[src/rtl/store_narrow_serializer.sv]
// Byte-beat store serializer: splits sb/sh/sw operands into byte writes.
// Define STORE_LE_EN for little-endian beat order (default big-endian).
module store_narrow_serializer #(
    parameter int          ADDR_W = 32,
    parameter logic [5:0]  OP_SB  = 6'd40,
    parameter logic [5:0]  OP_SH  = 6'd41,
    parameter logic [5:0]  OP_SW  = 6'd43
) (
    input  logic              clk,
    input  logic              rst_n,
    input  logic              start,
    input  logic [5:0]        opcode,
    input  logic [ADDR_W-1:0] addr,
    input  logic [31:0]       wdata,
    output logic              busy,
    output logic              done,
    output logic              err,
    output logic              mem_we,
    output logic [ADDR_W-1:0] mem_addr,
    output logic [7:0]        mem_byte,
    input  logic              mem_ready
);

`ifdef STORE_LE_EN
    localparam bit LE = 1'b1;
`else
    localparam bit LE = 1'b0;
`endif

    typedef enum logic [1:0] {IDLE, WRITE, FIN} state_t;

    state_t            state;
    logic [ADDR_W-1:0] addr_l;
    logic [31:0]       wdata_l;
    logic [1:0]        last_l;
    logic [1:0]        k;
    logic [1:0]        kn;
    logic              dec_ok;
    logic [1:0]        dec_last;

    assign kn = k + 2'd1;

    // For n in {1,2,4}, (n-1)-k equals (n-1)^k, giving the BE byte lane.
    function automatic logic [7:0] pick(
        input logic [31:0] d,
        input logic [1:0]  last,
        input logic [1:0]  kk
    );
        logic [1:0] idx;
        idx = LE ? kk : (last ^ kk);
        return d[{idx, 3'b000} +: 8];
    endfunction

    always_comb begin
        dec_ok   = 1'b0;
        dec_last = 2'd0;
        unique case (1'b1)
            (opcode == OP_SB): begin
                dec_ok   = 1'b1;
                dec_last = 2'd0;
            end
            (opcode == OP_SH): begin
                dec_ok   = ~addr[0];
                dec_last = 2'd1;
            end
            (opcode == OP_SW): begin
                dec_ok   = (addr[1:0] == 2'b00);
                dec_last = 2'd3;
            end
            default: begin
                dec_ok   = 1'b0;
                dec_last = 2'd0;
            end
        endcase
    end

    always_ff @(posedge clk or negedge rst_n) begin
        if (!rst_n) begin
            state    <= IDLE;
            busy     <= 1'b0;
            done     <= 1'b0;
            err      <= 1'b0;
            mem_we   <= 1'b0;
            mem_addr <= '0;
            mem_byte <= 8'h00;
            addr_l   <= '0;
            wdata_l  <= 32'h0;
            last_l   <= 2'd0;
            k        <= 2'd0;
        end else begin
            unique case (state)
                IDLE, FIN: begin
                    done   <= 1'b0;
                    err    <= 1'b0;
                    busy   <= 1'b0;
                    mem_we <= 1'b0;
                    state  <= IDLE;
                    if (start) begin
                        addr_l  <= addr;
                        wdata_l <= wdata;
                        last_l  <= dec_last;
                        k       <= 2'd0;
                        busy    <= 1'b1;
                        if (dec_ok) begin
                            state    <= WRITE;
                            mem_we   <= 1'b1;
                            mem_addr <= addr;
                            mem_byte <= pick(wdata, dec_last, 2'd0);
                        end else begin
                            state <= FIN;
                            done  <= 1'b1;
                            err   <= 1'b1;
                        end
                    end
                end
                WRITE: begin
                    if (mem_ready) begin
                        if (k == last_l) begin
                            mem_we <= 1'b0;
                            done   <= 1'b1;
                            state  <= FIN;
                        end else begin
                            k        <= kn;
                            mem_addr <= addr_l + {{(ADDR_W-2){1'b0}}, kn};
                            mem_byte <= pick(wdata_l, last_l, kn);
                        end
                    end
                end
                default: state <= IDLE;
            endcase
        end
    end

endmodule
[config.mk]
export PLATFORM = sky130hd
export DESIGN_NAME = store_narrow_serializer
export DESIGN_NICKNAME = d
export VERILOG_FILES = /design/src/rtl/store_narrow_serializer.sv
export SDC_FILE = /design/constraint.sdc
export NUM_CORES = 1
export LEC_CHECK = 0
export ABC_AREA = 1
export CORE_MARGIN = 5
export CORE_UTILIZATION = 35
export CTS_BUF_LIST = sky130_fd_sc_hd__clkbuf_8
export CTS_CLUSTER_SIZE = 14
export DETAILED_ROUTE_END_ITERATION = 6
export DONT_BUFFER_PORTS = 1
export GPL_TIMING_DRIVEN = 0
export PLACE_DENSITY = 0.58
export REMOVE_ABC_BUFFERS = 1
export SYNTH_ARGS = -nofsm -noshare
export SYNTH_HDL_FRONTEND = slang
export SYNTH_SLANG_ARGS = --single-unit
[constraint.sdc]
create_clock -name clk -period 2.44 [get_ports clk]
set_clock_uncertainty 0.1 [all_clocks]
set_input_delay 0.244 -clock clk [delete_from_list [all_inputs] [get_ports clk]]
set_output_delay 0.244 -clock clk [all_outputs]
set_load 0.01 [all_outputs]
Word level (Yosys, flattened, before mapping):

Cells that the tools add are included.

* register bits: 114
* bits in latches: 0
* RAM bits: 0
* input bits: 74
* logic and storage cells: 69
* memories kept: 0
* output and inout bits: 44
* bits in read-only memories: 0

* multiply operators: 0
* div/mod/pow operators: 0
* $add $sub $neg: 2
* bitwise logic cells: 2
* shifts and indexed selects: 2
* eq/ne operators: 11
* $lt $le $gt $ge: 0
* multiplexer cells: 32
* reduce and logical (&&, ||, !) cells: 9

Operators with widths (number)
* two-way mux 32 bit: 4
* case mux 32 bit (2 select lines): 1
* variable part select 32 x 6 -> 8 bit: 2
* adder 32 x 2 -> 32 bit: 1
* two-way mux 8 bit: 4
* equality test 6 bit (second input constant): 3
* case mux 8 bit (2 select lines): 1
* two-way mux 2 bit: 7
* case mux 2 bit (2 select lines): 3
* != test 2 bit (second input constant): 5
* two-way mux 1 bit: 9
* AND reduction 5 bit: 1
* logical NOT 2 bit: 2
* case mux 1 bit (2 select lines): 2
* AND reduction 2 bit: 2
* AND reduction 4 bit: 1
* case mux 1 bit (3 select lines): 1
* AND reduction 3 bit: 1
* adder 2 x 1 -> 2 bit (second input constant): 1
* equality test 2 x 1 -> 1 bit (second input constant): 1
* equality test 2 bit: 1
* equality test 2 bit (second input constant): 1
* nonzero test 2 bit: 1
* OR reduction 2 bit: 1
* 2 further kinds: 2

Logic depth before layout (Yosys ltp):

* word-level depth: 6
* depth in mapped cells: 13

Least setup slack after synthesis:

No wires, ideal clock.

* path type: reg-to-reg
* start: reg k[0]
* end: reg mem_addr[24]
* stages on the path, launching flop included: 12
* arrival time: 1.754 ns
* required time: 2.224 ns
* path slack: 0.470 ns
* period minus slack after synthesis: 1.970 ns
* library setup time: 0.116 ns
* cells stage by stage: dfrtp_1 -> inv_2 -> ha_1 -> fa_1 -> nand2_1 -> nor2_2 -> nand2_1 -> clkinv_1 -> nand3b_1 -> nand3_1 -> nand2_1 -> nand2_1

* cells in the longest elaborated chain, start to end: 5
* elaborated cells between the ends (all ways): 8
* those cells by class: add/sub (2); eq/ne (2); mux (3); reduce/logical (1)

Ends and longest elaborated chain
* from (decl): line 36 `logic [1:0] k;`
* from (signal assigned): line 123 `k <= kn;`
* adder 2 x 1 -> 2 bit: line 41 `assign kn = k + 2'd1;`
* adder 32 x 2 -> 32 bit: line 124 `mem_addr <= addr_l + {{(ADDR_W-2){1'b0}}, kn};`
* two-way mux 32 bit: line 118 `if (k == last_l) begin`
* two-way mux 32 bit: line 117 `if (mem_ready) begin`
* case mux 32 bit (2 select lines): line 91 `unique case (state)`
* to (signal assigned): line 107 `mem_addr <= addr;`
* to (signal assigned): line 124
* to (decl): line 19 `output logic [ADDR_W-1:0] mem_addr,`

Several ways; a longest one is shown, not always the timed one. The select of a mux whose other input is x is not followed.
A chain may end at the register's enable or synchronous reset.

Final worst setup path:

* start: reg k[0]
* end: reg mem_addr[7]

The elaborated chain is that of the path after synthesis.

==> results by group <==
CTS
  • Worst skew pair latency: 0.45 ns
  • Clock slew seen by the registers of the worst setup and hold paths: 0.08 ns
  • Hold-fix buffers, CTS: 65
  • Root Buffer: clkbuf_8
  • CTS H-tree depth: 4
  • Post CTS Setup Buffer Count: 0
  • CTS buffer count: 17
  • Clk sinks: 114
  • Max Root-Sink Buffers: 2
  • CTS tree: built

Global routing
  • GRT Resource Usage Total: 19.0%
  • Largest net degree at the start of global routing: 115
  • Global-route wire length before repair: 30900 µm
  • Vias in the first global route: 5883
  • Grt ovf: 0
  • Initial antenna violation count: 0

Setup path
  • R2R Setup Slk: 0.16 ns
  • Worst EP required: 2.72 ns
  • Reg2Reg Depth: 9
  • CP Launch Type: flip-flop
  • Slowest cell delay on critical path: 0.43 ns
  • Element type at the critical path end: flip-flop
  • Top cell by count, worst path: nand2_2
  • Worst r2r src: k[0]
  • Critical setup path kind: reg2reg
  • Worst path slowest cell: dfrtp_1
  • Reg-to-reg critical path endpoint: mem_addr[7]
  • Critical-path cell list: nand2_2 > nand2_4 > nand3_2 > nand2_2 > inv_4 > nand2_8 > inv_6 > o21ai_0 > nand2_1
  • CP Data Arrival Time: 2.57 ns
  • Largest fanout on the critical path: 62

Synth
  • Post-synthesis compound-gate area fraction: 5.19%
  • Syn Area/Cell: 6.74 µm²
  • Post-synthesis mux area share: 0%
  • Largest family of logic cells by synthesized area: simple AND/OR/NAND/NOR gates
  • Synth Instances: 945
  • Number of synthesized flops with an enable pin: 0
  • Post-synth ARST share: 100%
  • Post-Synth Simple-Gate Area: 42.6%
  • Synth cell types: 27
  • Adder-cell share of the synthesized area: 0.707%
  • Seq/Total Area, Yosys: 44.8%
  • Cell Area, Synth: 6370 µm²
  • Synth Area in XOR/XNOR: 0.275%
  • Flops & latches, synth: 114
  • Primary FF master, synth: dfrtp_1
  • Total number of yosys warnings: 0

Die
  • Chip height: 145 µm
  • Core Region: 18000 µm²
  • IO Pins: 118
  • Die Area: 21000 µm²
  • Cell row count: 49
  • DIE WIDTH: 145 µm
  • Initial core utilization: 35.5%

STA
  • Final-report setup violation count: 0
  • Final min period: 2.28 ns
  • Slew Limit Headroom: 40.6%
  • Worst-Margin Slew: 0.888 ns
  • Setup ws final: 0.157 ns
  • Final period utilization: 93.6%
  • Fin. Hold Viols: 114
  • Sum Neg Setup Slack: 0 ns
  • Worst hold slack: -0.606 ns
  • RSZ-0062 raised after global routing: true
  • Max Fclk: 438 MHz
  • Final slew viol count: 0

Final layout
  • Post-Layout Cell Count: 1238
  • Fin util: 42.6%
  • P&R area growth vs syn: 20.1%
  • Post-layout net count: 1073
  • N_diodes: 0
  • Most common cell after layout, fill and taps aside: nand2_1
  • Fill count: 1864
  • Layout cell share with drive strength beyond 1: 6.44%
  • Commonest cells after routing, fill and taps aside: nand2_1 (450), dfrtp_1 (114), nor2_1 (104), nand3_1 (71), dlygate4sd3_1 (65)

Placed design
  • GPL Wtd Cong: 0.838
  • IO Port Bufs: 0
  • Hpwl dp: 12000 µm
  • Dpl ws: -1.07 ns
  • Placed insts: 1140

Routing
  • Top Layer Used: met4
  • Detail Route Antenna Nets: 0
  • Wirelength per Cell: 15.5 µm
  • DR WL met3: 1160 µm
  • Avg Vias per Cell: 4.85
  • WL met2: 9470 µm
  • Vias: 6009
  • Routed WL: 19100 µm
  • First-pass detailed-route iteration total: 7
  • DRC: 0
  • M1 WL: 8230 µm
  • Initial drt markers: 355

Power and ir drop
  • Power per cell area: 684 nW/µm²
  • Leakage: 0.00373 µW
  • Max VDD drop: 0.000398 V

Run status
  • Failing checks: hold timing
  • Status: finished with violations

Min path
  • Min-Delay Path Class: in2async

Job
  • Max-cap violations: 0
worst max-delay path, delay by kind of cell, from the launching register on:
family	cells	cell delay [ns]
flip-flops	1	0.43
buffers and inverters	2	0.39
AND/OR/NAND/NOR	6	1.12
AO/OA/AOI/OAI	1	0.12
sequential cells by signal, indices dropped and copies added, names as in the netlist:
signal and cells:
addr_l 32, busy 1, done 1, err 1, k 2, last_l 2
mem_addr 32, mem_byte 8, mem_we 1, state 2, wdata_l 32
cell type report:
type | count | area, µm² | share of cell area [%]
Clock buffer | 17 | 234 | 3.06
Multi-Input combinational cell | 735 | 3150 | 41.2
Timing Repair inverter | 1 | 8.76 | 0.114
Tap cell | 229 | 287 | 3.74
Timing Repair Buffer | 66 | 671 | 8.77
Clock inverter | 15 | 193 | 2.52
Sequential cell | 114 | 2850 | 37.3
Inverter | 61 | 253 | 3.30
cell families (layout without fill, tap and decap cells):
logic type,Yosys count,count (layout)
buffers and inverters,96,160
adder cells (fa/ha/maj),3,3
flip-flops,114,114
XOR/XNOR,2,2
AO/OA/AOI/OAI,65,65
AND/OR/NAND/NOR,665,665
cell usage after synthesis, drive strengths merged, types with 2 or more instances:
library cell,number,area share (%)
a21oi,21,1.7
nand3b,13,1.5
clkbuf,13,0.77
inv,60,3.6
nand3,72,5.7
nand4,2,0.20
o21ai,42,3.3
dfrtp,114,45
nor2,118,7.5
buf,22,2.0
ha,2,0.39
nand2,460,28
xor2,2,0.28
where the power goes:
group	internal, µW	switching, µW
registers	2210	372
logic	304	385
clock network	1100	854
total	3620	1610
worst max-delay path by stage:
| stage | startpoint | to | depth (start not counted) |
|---|---|---|---|
| after floorplan | state[0] | mem_we | 5 |
| after detailed placement | state[0] | mem_addr[13] | 9 |
| after global routing | state[0] | mem_addr[7] | 9 |
| after global placement | state[0] | mem_we | 5 |
| after CTS | state[0] | mem_addr[13] | 9 |
| final | k[0] | mem_addr[7] | 9 |
timing repair:
item                                    in CTS  in global routing
endpoints found under the setup margin      43                 26
pin swaps                                    0                  0
hold endpoints to repair                   211                114
cloned                                       1                  0
gates resized for setup                      7                  8
metrics by stage:
| step | hold slack [ns] | power, µW | instance area, µm² |
|---|---|---|---|
| finish | -0.606 | 5230 | 7650 |
| global route | -0.653 | 5540 | 7650 |
| CTS | -0.640 | 5300 | 7630 |
| detailed placement | -0.148 | 3220 | 6510 |
| global placement | -0.149 | 3210 | 6480 |
| floorplan | -0.152 | 3010 | 6190 |
per-layer routing:
metal  vias up  track usage, %
met2       147            32.9
li1       3032               -
met3        25            5.23
met5         -               0
met4         0            4.42
met1      2805            23.6
(Power assumes the default switching activity.)
